[config.mk]
export PLATFORM = sky130hd
export DESIGN_NAME = bus_xfer_ctrl
export DESIGN_NICKNAME = d
export VERILOG_FILES = /design/src/rtl/bus_ctrl_pkg.sv /design/src/rtl/rr_arb2.sv /design/src/rtl/bus_xfer_ctrl.sv
export SDC_FILE = /design/constraint.sdc
export NUM_CORES = 1
export LEC_CHECK = 0
export CORE_MARGIN = 3
export CORE_UTILIZATION = 46
export DETAILED_ROUTE_END_ITERATION = 12
export MAX_ROUTING_LAYER = met4
export PLACE_DENSITY = 0.77
export SYNTH_ARGS = -nofsm -noshare
export SYNTH_HDL_FRONTEND = slang
export SYNTH_HIERARCHICAL = 1
export SYNTH_SLANG_ARGS = --single-unit
export TNS_END_PERCENT = 50
[constraint.sdc]
create_clock -name clk -period 2.1 [get_ports clk]
set_input_delay 0.21 -clock clk [delete_from_list [all_inputs] [get_ports clk]]
set_output_delay 0.21 -clock clk [all_outputs]
set_load 0.05 [all_outputs]
[src/rtl/bus_ctrl_pkg.sv]
// Shared types and constants for the register-to-register bus transfer controller.
package bus_ctrl_pkg;

    localparam int unsigned NUM_REQ = 2;
    localparam int unsigned NUM_REG = 4;
    localparam int unsigned IDX_W   = 2;

    // Register file indices on the shared 8-bit bus
    localparam logic [IDX_W-1:0] REG_A   = IDX_W'(0);
    localparam logic [IDX_W-1:0] REG_B   = IDX_W'(1);
    localparam logic [IDX_W-1:0] REG_IR  = IDX_W'(2);
    localparam logic [IDX_W-1:0] REG_OUT = IDX_W'(3);

    typedef enum logic [1:0] {
        ST_IDLE   = 2'd0,
        ST_DRIVE  = 2'd1,
        ST_LATCH  = 2'd2,
        ST_FINISH = 2'd3
    } state_e;

    // Source/destination pair latched at grant time
    typedef struct packed {
        logic [IDX_W-1:0] src;
        logic [IDX_W-1:0] dst;
    } xfer_t;

    // One-hot select for a register index
    function automatic logic [NUM_REG-1:0] reg_onehot(input logic [IDX_W-1:0] idx);
        return NUM_REG'(1) << idx;
    endfunction

endpackage

[src/rtl/rr_arb2.sv]
// Two-way round-robin arbiter: ptr_i names the requester favoured on a tie.
module rr_arb2
    import bus_ctrl_pkg::*;
(
    input  logic [NUM_REQ-1:0] req_i,
    input  logic               ptr_i,
    output logic [NUM_REQ-1:0] gnt_c
);

    // Lone requester always wins; both active resolves to the pointer
    always_comb begin
        gnt_c = '0;
        if (req_i[0] && req_i[1]) begin
            gnt_c = ptr_i ? 2'b10 : 2'b01;
        end else if (req_i[0]) begin
            gnt_c = 2'b01;
        end else if (req_i[1]) begin
            gnt_c = 2'b10;
        end
    end

endmodule

[src/rtl/bus_xfer_ctrl.sv]
// Sequences one register-to-register copy over a shared bus per grant:
// drive source for a settle cycle, strobe destination, then signal done.
module bus_xfer_ctrl
    import bus_ctrl_pkg::*;
(
    input  logic                clk,
    input  logic                rst_n,
    input  logic [NUM_REQ-1:0]  req,
    input  logic [IDX_W-1:0]    src0,
    input  logic [IDX_W-1:0]    dst0,
    input  logic [IDX_W-1:0]    src1,
    input  logic [IDX_W-1:0]    dst1,
    output logic [NUM_REG-1:0]  reg_enable,
    output logic [NUM_REG-1:0]  reg_load,
    output logic [NUM_REQ-1:0]  grant,
    output logic [NUM_REQ-1:0]  done,
    output logic                err,
    output logic                busy
);

    state_e              state_q, state_d;
    xfer_t               xfer_q, xfer_d;
    logic [NUM_REQ-1:0]  grant_q, grant_d;
    logic                ptr_q, ptr_d;
    logic [NUM_REG-1:0]  reg_enable_q, reg_enable_d;
    logic [NUM_REG-1:0]  reg_load_q, reg_load_d;
    logic [NUM_REQ-1:0]  done_q, done_d;
    logic                err_q, err_d;
    logic                busy_q, busy_d;
    logic [NUM_REQ-1:0]  arb_gnt;

    rr_arb2 u_arb (
        .req_i (req),
        .ptr_i (ptr_q),
        .gnt_c (arb_gnt)
    );

    // Next state plus output decode from the upcoming state, so outputs register in step with it
    always_comb begin
        state_d      = state_q;
        xfer_d       = xfer_q;
        grant_d      = grant_q;
        ptr_d        = ptr_q;
        reg_enable_d = '0;
        reg_load_d   = '0;
        done_d       = '0;
        err_d        = 1'b0;

        case (state_q)
            ST_IDLE: begin
                if (|req) begin
                    state_d = ST_DRIVE;
                    grant_d = arb_gnt;
                    // Next tie goes to whoever did not just win
                    ptr_d   = arb_gnt[0];
                    if (arb_gnt[1]) begin
                        xfer_d.src = src1;
                        xfer_d.dst = dst1;
                    end else begin
                        xfer_d.src = src0;
                        xfer_d.dst = dst0;
                    end
                end
            end
            ST_DRIVE:  state_d = ST_LATCH;
            ST_LATCH:  state_d = ST_FINISH;
            ST_FINISH: begin
                state_d = ST_IDLE;
                grant_d = '0;
            end
            default: begin
                state_d = ST_IDLE;
                grant_d = '0;
            end
        endcase

        busy_d = (state_d != ST_IDLE);

        case (state_d)
            ST_DRIVE: begin
                reg_enable_d = reg_onehot(xfer_d.src);
            end
            ST_LATCH: begin
                reg_enable_d = reg_onehot(xfer_d.src);
                // Self-copy is illegal: keep the strobe off
                if (xfer_d.src != xfer_d.dst) begin
                    reg_load_d = reg_onehot(xfer_d.dst);
                end
            end
            ST_FINISH: begin
                done_d = grant_d;
                err_d  = (xfer_d.src == xfer_d.dst);
            end
            default: begin
            end
        endcase
    end

    // State, latched transfer and registered outputs; reset aborts any transfer in flight
    always_ff @(posedge clk) begin
        if (!rst_n) begin
            state_q      <= ST_IDLE;
            xfer_q       <= '0;
            grant_q      <= '0;
            ptr_q        <= 1'b0;
            reg_enable_q <= '0;
            reg_load_q   <= '0;
            done_q       <= '0;
            err_q        <= 1'b0;
            busy_q       <= 1'b0;
        end else begin
            state_q      <= state_d;
            xfer_q       <= xfer_d;
            grant_q      <= grant_d;
            ptr_q        <= ptr_d;
            reg_enable_q <= reg_enable_d;
            reg_load_q   <= reg_load_d;
            done_q       <= done_d;
            err_q        <= err_d;
            busy_q       <= busy_d;
        end
    end

    assign reg_enable = reg_enable_q;
    assign reg_load   = reg_load_q;
    assign grant      = grant_q;
    assign done       = done_q;
    assign err        = err_q;
    assign busy       = busy_q;

endmodule

==> flow_summary_export.csv, run 1 <==
group,metric,value,unit
sta,finalHoldViolCount,0,
clock_tree,clk_path_buf_depth,2,
flow_run,drv_cap,0,
logic_synthesis,yosys-top-cells-count,"dfxtp_1, nor2_1, mux2i_1, nor2b_1",
drt,drt-initial-drc-count,10,
critical_path,worstPathArrival,1.96,ns
critical_path,path_class,"reg -> reg",
clock_tree,post_cts_buffers,0,
logic_synthesis,synth-edff-count,0,
logic_synthesis,yosysTopAreaCellShare,0.440,
critical_path,path_cells,"inv_1 -> ha_1 -> o21ai_4 -> mux2i_2 -> nand3_1 -> a211oi_1",
logic_synthesis,syn_avg_cell_area,10.8,um2
grt,grt_pass1_wl,3.15,mm
place,portBuffers,25,
drt,vias,708,
critical_path,r2r_end,"reg_load[2]$_SDFF_PN0_",
critical_path,r2r-start,"state_q[0]$_SDFF_PN0_",
power_and_ir_drop,p_per_area,1290,nW/um2
clock_tree,clock-sinks,21,
drt,ant_nets,0,
die,num_io_pins,26,
drt,routedWlPerCell,13.0,um
logic_synthesis,yosysUniqueCellTypes,32,
grt,grtUsageTotal,0.167,
drt,dr.pass1.iters,4,
die,core-area,1840,um2
critical_path,reg2reg_slack,0.37,ns
place,dpl.cell_count,139,
die,initial_core_util,0.519,
clock_tree,insertion_delay,0.31,ns
finish,instances_no_fill,143,
clock_tree,cts_buffers,3,
sta,finClkSkew,0.00365,ns
place,place_congestion,0.810,
sta,post-route-min-period,1.73,ns
clock_tree,cts_max_level,1,
logic_synthesis,synth_area,955,um2
clock_tree,cts_resized,0,
logic_synthesis,synth_top_cell_by_area,"dfxtp_1",
finish,num_antenna_cells,0,
grt,grt_overflow,0,
finish,area_growth,33.2,%
sta,max_slew_margin,0.649,
die,std_cell_rows,15,
drt,routed_wirelength,1.86,mm
clock_tree,cts_tree,"yes",
place,dpl.hpwl,1.50,mm
die,die-area,2660,um2
sta,layout_worst_path_cycle_share,0.824,
logic_synthesis,synthArstFlopShare,0,
logic_synthesis,synth-seq-area-share,0.440,
grt,grt_max_degree,16,
logic_synthesis,synth_most_common_cell,"dfxtp_1",
sta,rsz0062_at_grt,"false",
clock_tree,clk_pin_slew,0.12,ns
finish,nNetsFinal,135,
critical_path,crit_path_max_incr_delay,0.36,ns
die,die_h,51.6,um
run_status,outcome,"finished, final reports clean",
finish,drive_above_1_share,0.169,
logic_synthesis,syn-num-nets,104,
critical_path,end_kind,"flip-flop",
critical_path,cp_slowest_cell,"dfxtp_1",
logic_synthesis,synthCells,88,
critical_path,required,2.33,ns
worst_hold_path,whs_path_depth,2,
critical_path,cp_max_fo,9,
clock_tree,clockRootBuffer,"clkbuf_4",
critical_path,cp_top_family,"compound AO/OA/AOI/OAI gates",
power_and_ir_drop,leakagePower,0.509,nW
die,die_w,51.6,um
critical_path,r2r_cells,6,
sta,final_max_slew_viol_count,0,
worst_hold_path,hold_end,"ptr_q$_SDFFE_PN0P_",
sta,fmax,0.578,GHz
drt,vias_per_cell,4.95,
grt,antenna_found_initial,0,
drt,drc_errors,0,
logic_synthesis,synth_seq_cells,21,
power_and_ir_drop,fin_total_pwr,1.64,mW
critical_path,cp.buffers_inverters,1,
sta,fin_setup_tns,0,ns
logic_synthesis,synthFlopType,"dfxtp_1",
grt,grt_pass1_vias,704,
critical_path,critPathLaunchType,"flip-flop",
sta,setup_viol,0,
sta,worst_slew_pin_slew,0.525,ns
clock_tree,postCtsHoldBufs,0,
worst_hold_path,hp-start,"ptr_q$_SDFFE_PN0P_",
logic_synthesis,synth_area_leaders,"dfxtp_1, ha_1, mux2i_1",
logic_synthesis,yosysWarningCount,6,
worst_hold_path,hold_class,"reg -> reg",
power_and_ir_drop,ir_drop,0.863,mV
## layer usage
layer  share of wire  GRT usage  vias to the layer above
li1                -          -                      364
met1            0.44      0.184                      326
met2            0.51      0.284                       14
met3           0.033     0.0372                        4
met4           0.013     0.0786                        0
met5               0          -                        -
## report_power, final
part	leakage, nW	internal (mW)	switching (mW)
sequential	0.172	0.491	0.0430
combinational	0.320	0.381	0.530
clock	0.0177	0.0711	0.124
## flip-flops by register name, summed over array words and instances, names as in the netlist
name and count:
reg_enable 4, grant 2, err 1, xfer_q 4, reg_load 4, busy 1, done 2, ptr_q 1
state_q 2
## cell usage in the layout, fill, tap and decap left out, types with 3 or more instances in the layout
cell type and count:
nor2_1 10, ha_1 4, buf_4 3, mux2i_1 5, dfxtp_1 21, clkdlybuf4s50_1 25, xor2_1 3, inv_1 4
mux2_2 3, clkbuf_4 3, nor2b_1 5, and2_1 3
## metrics by stage
step | cell area (um2) | worst slack, ns | util | hold slack [ns]
after global placement | 1240 | 0.0821 | 0.676 | 0.544
final | 1270 | 0.370 | 0.691 | 0.559
after floorplan | 955 | 0.538 | - | 0.354
after detailed placement | 1240 | 0.0568 | 0.676 | 0.546
after global routing | 1270 | 0.224 | 0.691 | 0.582
after CTS | 1270 | 0.363 | 0.691 | 0.562
## worst max-delay path by stage
stage / start / to / slack (ns) / cells after the start
after floorplan: ptr_q$_SDFFE_PN0P_ / err$_SDFF_PN0_ / 0.54 / 7
after global placement: req[1] / reg_load[2]$_SDFF_PN0_ / 0.08 / 7
after detailed placement: req[1] / reg_load[2]$_SDFF_PN0_ / 0.06 / 7
after CTS: state_q[0]$_SDFF_PN0_ / reg_load[2]$_SDFF_PN0_ / 0.36 / 6
after global routing: state_q[0]$_SDFF_PN0_ / reg_load[2]$_SDFF_PN0_ / 0.22 / 6
final: state_q[0]$_SDFF_PN0_ / reg_load[2]$_SDFF_PN0_ / 0.37 / 6
## tightest hold or removal path: stages, from the launching register on
cell and delay, ns:
dfxtp_1 0.34, mux2i_1 0.13, nor2b_1 0.05
## layout make-up
class                      count  area, um2
fill                         162        568
inverter                       4       15.0
clock buffer                   3       22.5
timing repair buffer          28        273
sequential                    21        420
clock inverter                 1       5.00
tap                           25       31.3
multi-input combinational     61        504
## cell families (layout without fill, tap and decap cells)
family / Yosys count / count (layout) / synth area share
AO/OA/AOI/OAI: 13 / 13 / 0.115
AND/OR/NAND/NOR: 29 / 29 / 0.182
buffers and inverters: 6 / 36 / 0.0314
flip-flops: 21 / 21 / 0.440
adder cells (fa/ha/maj): 4 / 4 / 0.0524
multiplexers: 11 / 11 / 0.142
XOR/XNOR: 4 / 4 / 0.0367
No activity file was read; power rests on OpenSTA's default activity.
==> inputs of run 2 (changes only) <==
--- a/config.mk
+++ b/config.mk
@@ -6,10 +6,10 @@
 export NUM_CORES = 1
 export LEC_CHECK = 0
 export CORE_MARGIN = 3
-export CORE_UTILIZATION = 46
+export CORE_UTILIZATION = 42
 export DETAILED_ROUTE_END_ITERATION = 12
 export MAX_ROUTING_LAYER = met4
-export PLACE_DENSITY = 0.77
+export PLACE_DENSITY = 0.74
 export SYNTH_ARGS = -nofsm -noshare
 export SYNTH_HDL_FRONTEND = slang
 export SYNTH_HIERARCHICAL = 1
==> constraint.sdc (replaced) <==
create_clock -name clk -period 1.5 [get_ports clk]
set_input_delay 0.15 -clock clk [delete_from_list [all_inputs] [get_ports clk]]
set_output_delay 0.15 -clock clk [all_outputs]
set_load 0.05 [all_outputs]
==> run 2 against run 1 <==
Compared with the run above:
- the run now ends with negative setup slack left
- global-route usage is 0.36 points higher
- wire length up 16%
- clock power increased by 37%
- combinational power is 87% higher
- die area is 8.4% higher
- register-to-register slack worse by 0.50 ns
- hold slack gained 0.026 ns
- clock-buffer cell count did not move
- worst setup slack worse by 0.50 ns
- highest routed layer unchanged
==> flow_summary_export.csv, run 2 (synthesis gave the netlist of run 1 again) <==
group,metric,value,unit
run_status,outcome,"complete, but fails checks",
run_status,violations,"negative setup slack",
critical_path,cp.buffers_inverters,2,
power_and_ir_drop,p_per_area,1860,nW/um2
power_and_ir_drop,fin_total_pwr,2.73,mW
place,place_congestion,0.835,
clock_tree,clock-sinks,21,
clock_tree,cts_max_level,1,
drt,drc_errors,0,
finish,postLayoutCoreUtil,0.711,
grt,grt_max_degree,13,
finish,fill_cells,164,
power_and_ir_drop,pwr-share-seq,0.277,
finish,instances_no_fill,163,
die,die-area,2880,um2
sta,final_max_slew_viol_count,0,
power_and_ir_drop,ir_drop,1.16,mV
drt,vias_per_cell,4.71,
sta,layout_worst_path_cycle_share,1.09,
power_and_ir_drop,p_sw,1.12,mW
critical_path,end_kind,"flip-flop",
grt,antenna_found_initial,0,
finish,num_antenna_cells,0,
critical_path,cp_top_family,"multiplexers",
critical_path,path_cells,"inv_2 -> a21boi_2 -> buf_6 -> mux2_4 -> mux2i_4 -> and2b_2",
clock_tree,cts_tree,"yes",
clock_tree,clockRootBuffer,"clkbuf_4",
critical_path,cp_max_fo,8,
critical_path,path_class,"reg -> reg",
die,std_cell_rows,16,
critical_path,crit_path_max_incr_delay,0.35,ns
critical_path,worstPathArrival,1.83,ns
drt,dr.pass1.iters,4,
power_and_ir_drop,swShare,0.411,
flow_run,drv_cap,0,
drt,ant_nets,0,
sta,max_slew_margin,0.750,
sta,fin_setup_tns,-0.929,ns
finish,drive_above_1_share,0.485,
power_and_ir_drop,internal_power,1.61,mW
power_and_ir_drop,power_frac_comb,0.625,
die,core-area,2060,um2
grt,grt_overflow,0,
finish,area_growth,53.6,%
place,portBuffers,25,
die,num_io_pins,26,
drt,routedWlPerCell,13.2,um
die,initial_core_util,0.463,
drt,routed_wirelength,2.15,mm
sta,finalHoldViolCount,0,
clock_tree,insertion_delay,0.30,ns
finish,final_cell_mix,"buf_4, dfxtp_1, clkdlybuf4s50_1",
sta,timing.final.ws_setup,-0.128,ns
critical_path,cp_slowest_cell,"dfxtp_2",
critical_path,critPathLaunchType,"flip-flop",
grt,grt_pass1_vias,813,
sta,worst_slew_pin_slew,0.373,ns
grt,grt_pass1_wl,3.42,mm
worst_hold_path,hold_class,"reg -> reg",
clock_tree,clk_path_buf_depth,2,
sta,rsz0062_at_grt,"true",
place,dpl.cell_count,158,
finish,nNetsFinal,153,
critical_path,required,1.70,ns
place,dpl.hpwl,1.66,mm
sta,hold_ws,0.585,ns
sta,setup_viol,12,
die,die_w,53.7,um
power_and_ir_drop,pwr-share-clk,0.098,
grt,grtUsageTotal,0.170,
power_and_ir_drop,leakagePower,0.649,nW
sta,post-route-min-period,1.63,ns
sta,fmax,0.614,GHz
finish,final_common_cell,"buf_4",
sta,finClkSkew,0.00334,ns
drt,drt-initial-drc-count,6,
die,die_h,53.7,um
clock_tree,cts_buffers,3,
clock_tree,clk_pin_slew,0.12,ns
drt,vias,768,
==> run 2: cell count changes in the layout (fill, tap and decap cells not counted), moves of 2 or more <==
cell,before,now
buf_4,3,33
dfxtp_2,0,2
inv_1,4,2
nand3_1,2,0
dfxtp_1,21,19
mux2_2,3,0
mux2_4,1,4
inv_2,0,2
clkdlybuf4s50_1,25,11
nand3_2,0,2
==> run 2: worst register-to-register path: cells and delay by family (launching register included) <==
family,cells,cell delay (ns)
buffers and inverters,2,0.17
AOI/OAI and AO/OA,1,0.15
muxes,2,0.60
DFF,1,0.35
and+or+nand+nor,1,0.26
==> run 2: worst paths after layout <==
kind,start,endpoint,slack [ns],cells after the start
worst min-delay path,grant[1]$_SDFF_PN0_,done[1]$_SDFF_PN0_,0.58,2
worst max register to register,ptr_q$_SDFFE_PN0P_,xfer_q[2]$_SDFF_PN0_,-0.13,6
worst max-delay path,ptr_q$_SDFFE_PN0P_,xfer_q[2]$_SDFF_PN0_,-0.13,6
worst min register to register,grant[1]$_SDFF_PN0_,done[1]$_SDFF_PN0_,0.58,2
==> run 2: cell type report <==
class / count / area, um2 / share of cell area
clock buffer: 3 / 22.5 / 0.0154
clock inverter: 1 / 5.00 / 0.00341
inverter: 4 / 15.0 / 0.0102
multi-input combinational: 61 / 578 / 0.394
sequential: 21 / 423 / 0.288
tap: 27 / 33.8 / 0.0230
timing repair buffer: 46 / 389 / 0.265
==> run 2: through the flow <==
| step | setup slack, ns | area, um2 |
|---|---|---|
| final | -0.128 | 1470 |
| after CTS | -0.121 | 1430 |
| after floorplan | -0.0317 | 988 |
| after global placement | -0.414 | 1390 |
| after global routing | -0.205 | 1470 |
| after detailed placement | -0.481 | 1390 |
==> run 2: repair_timing <==
item                       4_1_cts  5_1_grt
setup endpoints to repair       13       17
pin swaps                        6        0
resized for setup                4        9
hold endpoints to repair         0        0
hold buffers                     0        0
buffers inserted                 1        0
==> run 2: per-layer routing <==
layer,up-vias,wire length [um],global-route usage,share of wire
li1,395,-,-,-
met1,351,943,0.183,0.44
met2,18,1100,0.300,0.51
met3,4,80,0.0305,0.037
met4,0,23,0.0766,0.011
met5,-,0,-,0
==> run 2: power groups by stage <==
stage	Sequential, mW	Clock (mW)	Combinational [mW]
finish	0.755	0.269	1.71
floorplan	1.01	0	0.766
global route	0.772	0.309	1.83
detailed placement	0.760	0	1.57
global placement	0.759	0	1.53
CTS	0.749	0.279	1.58
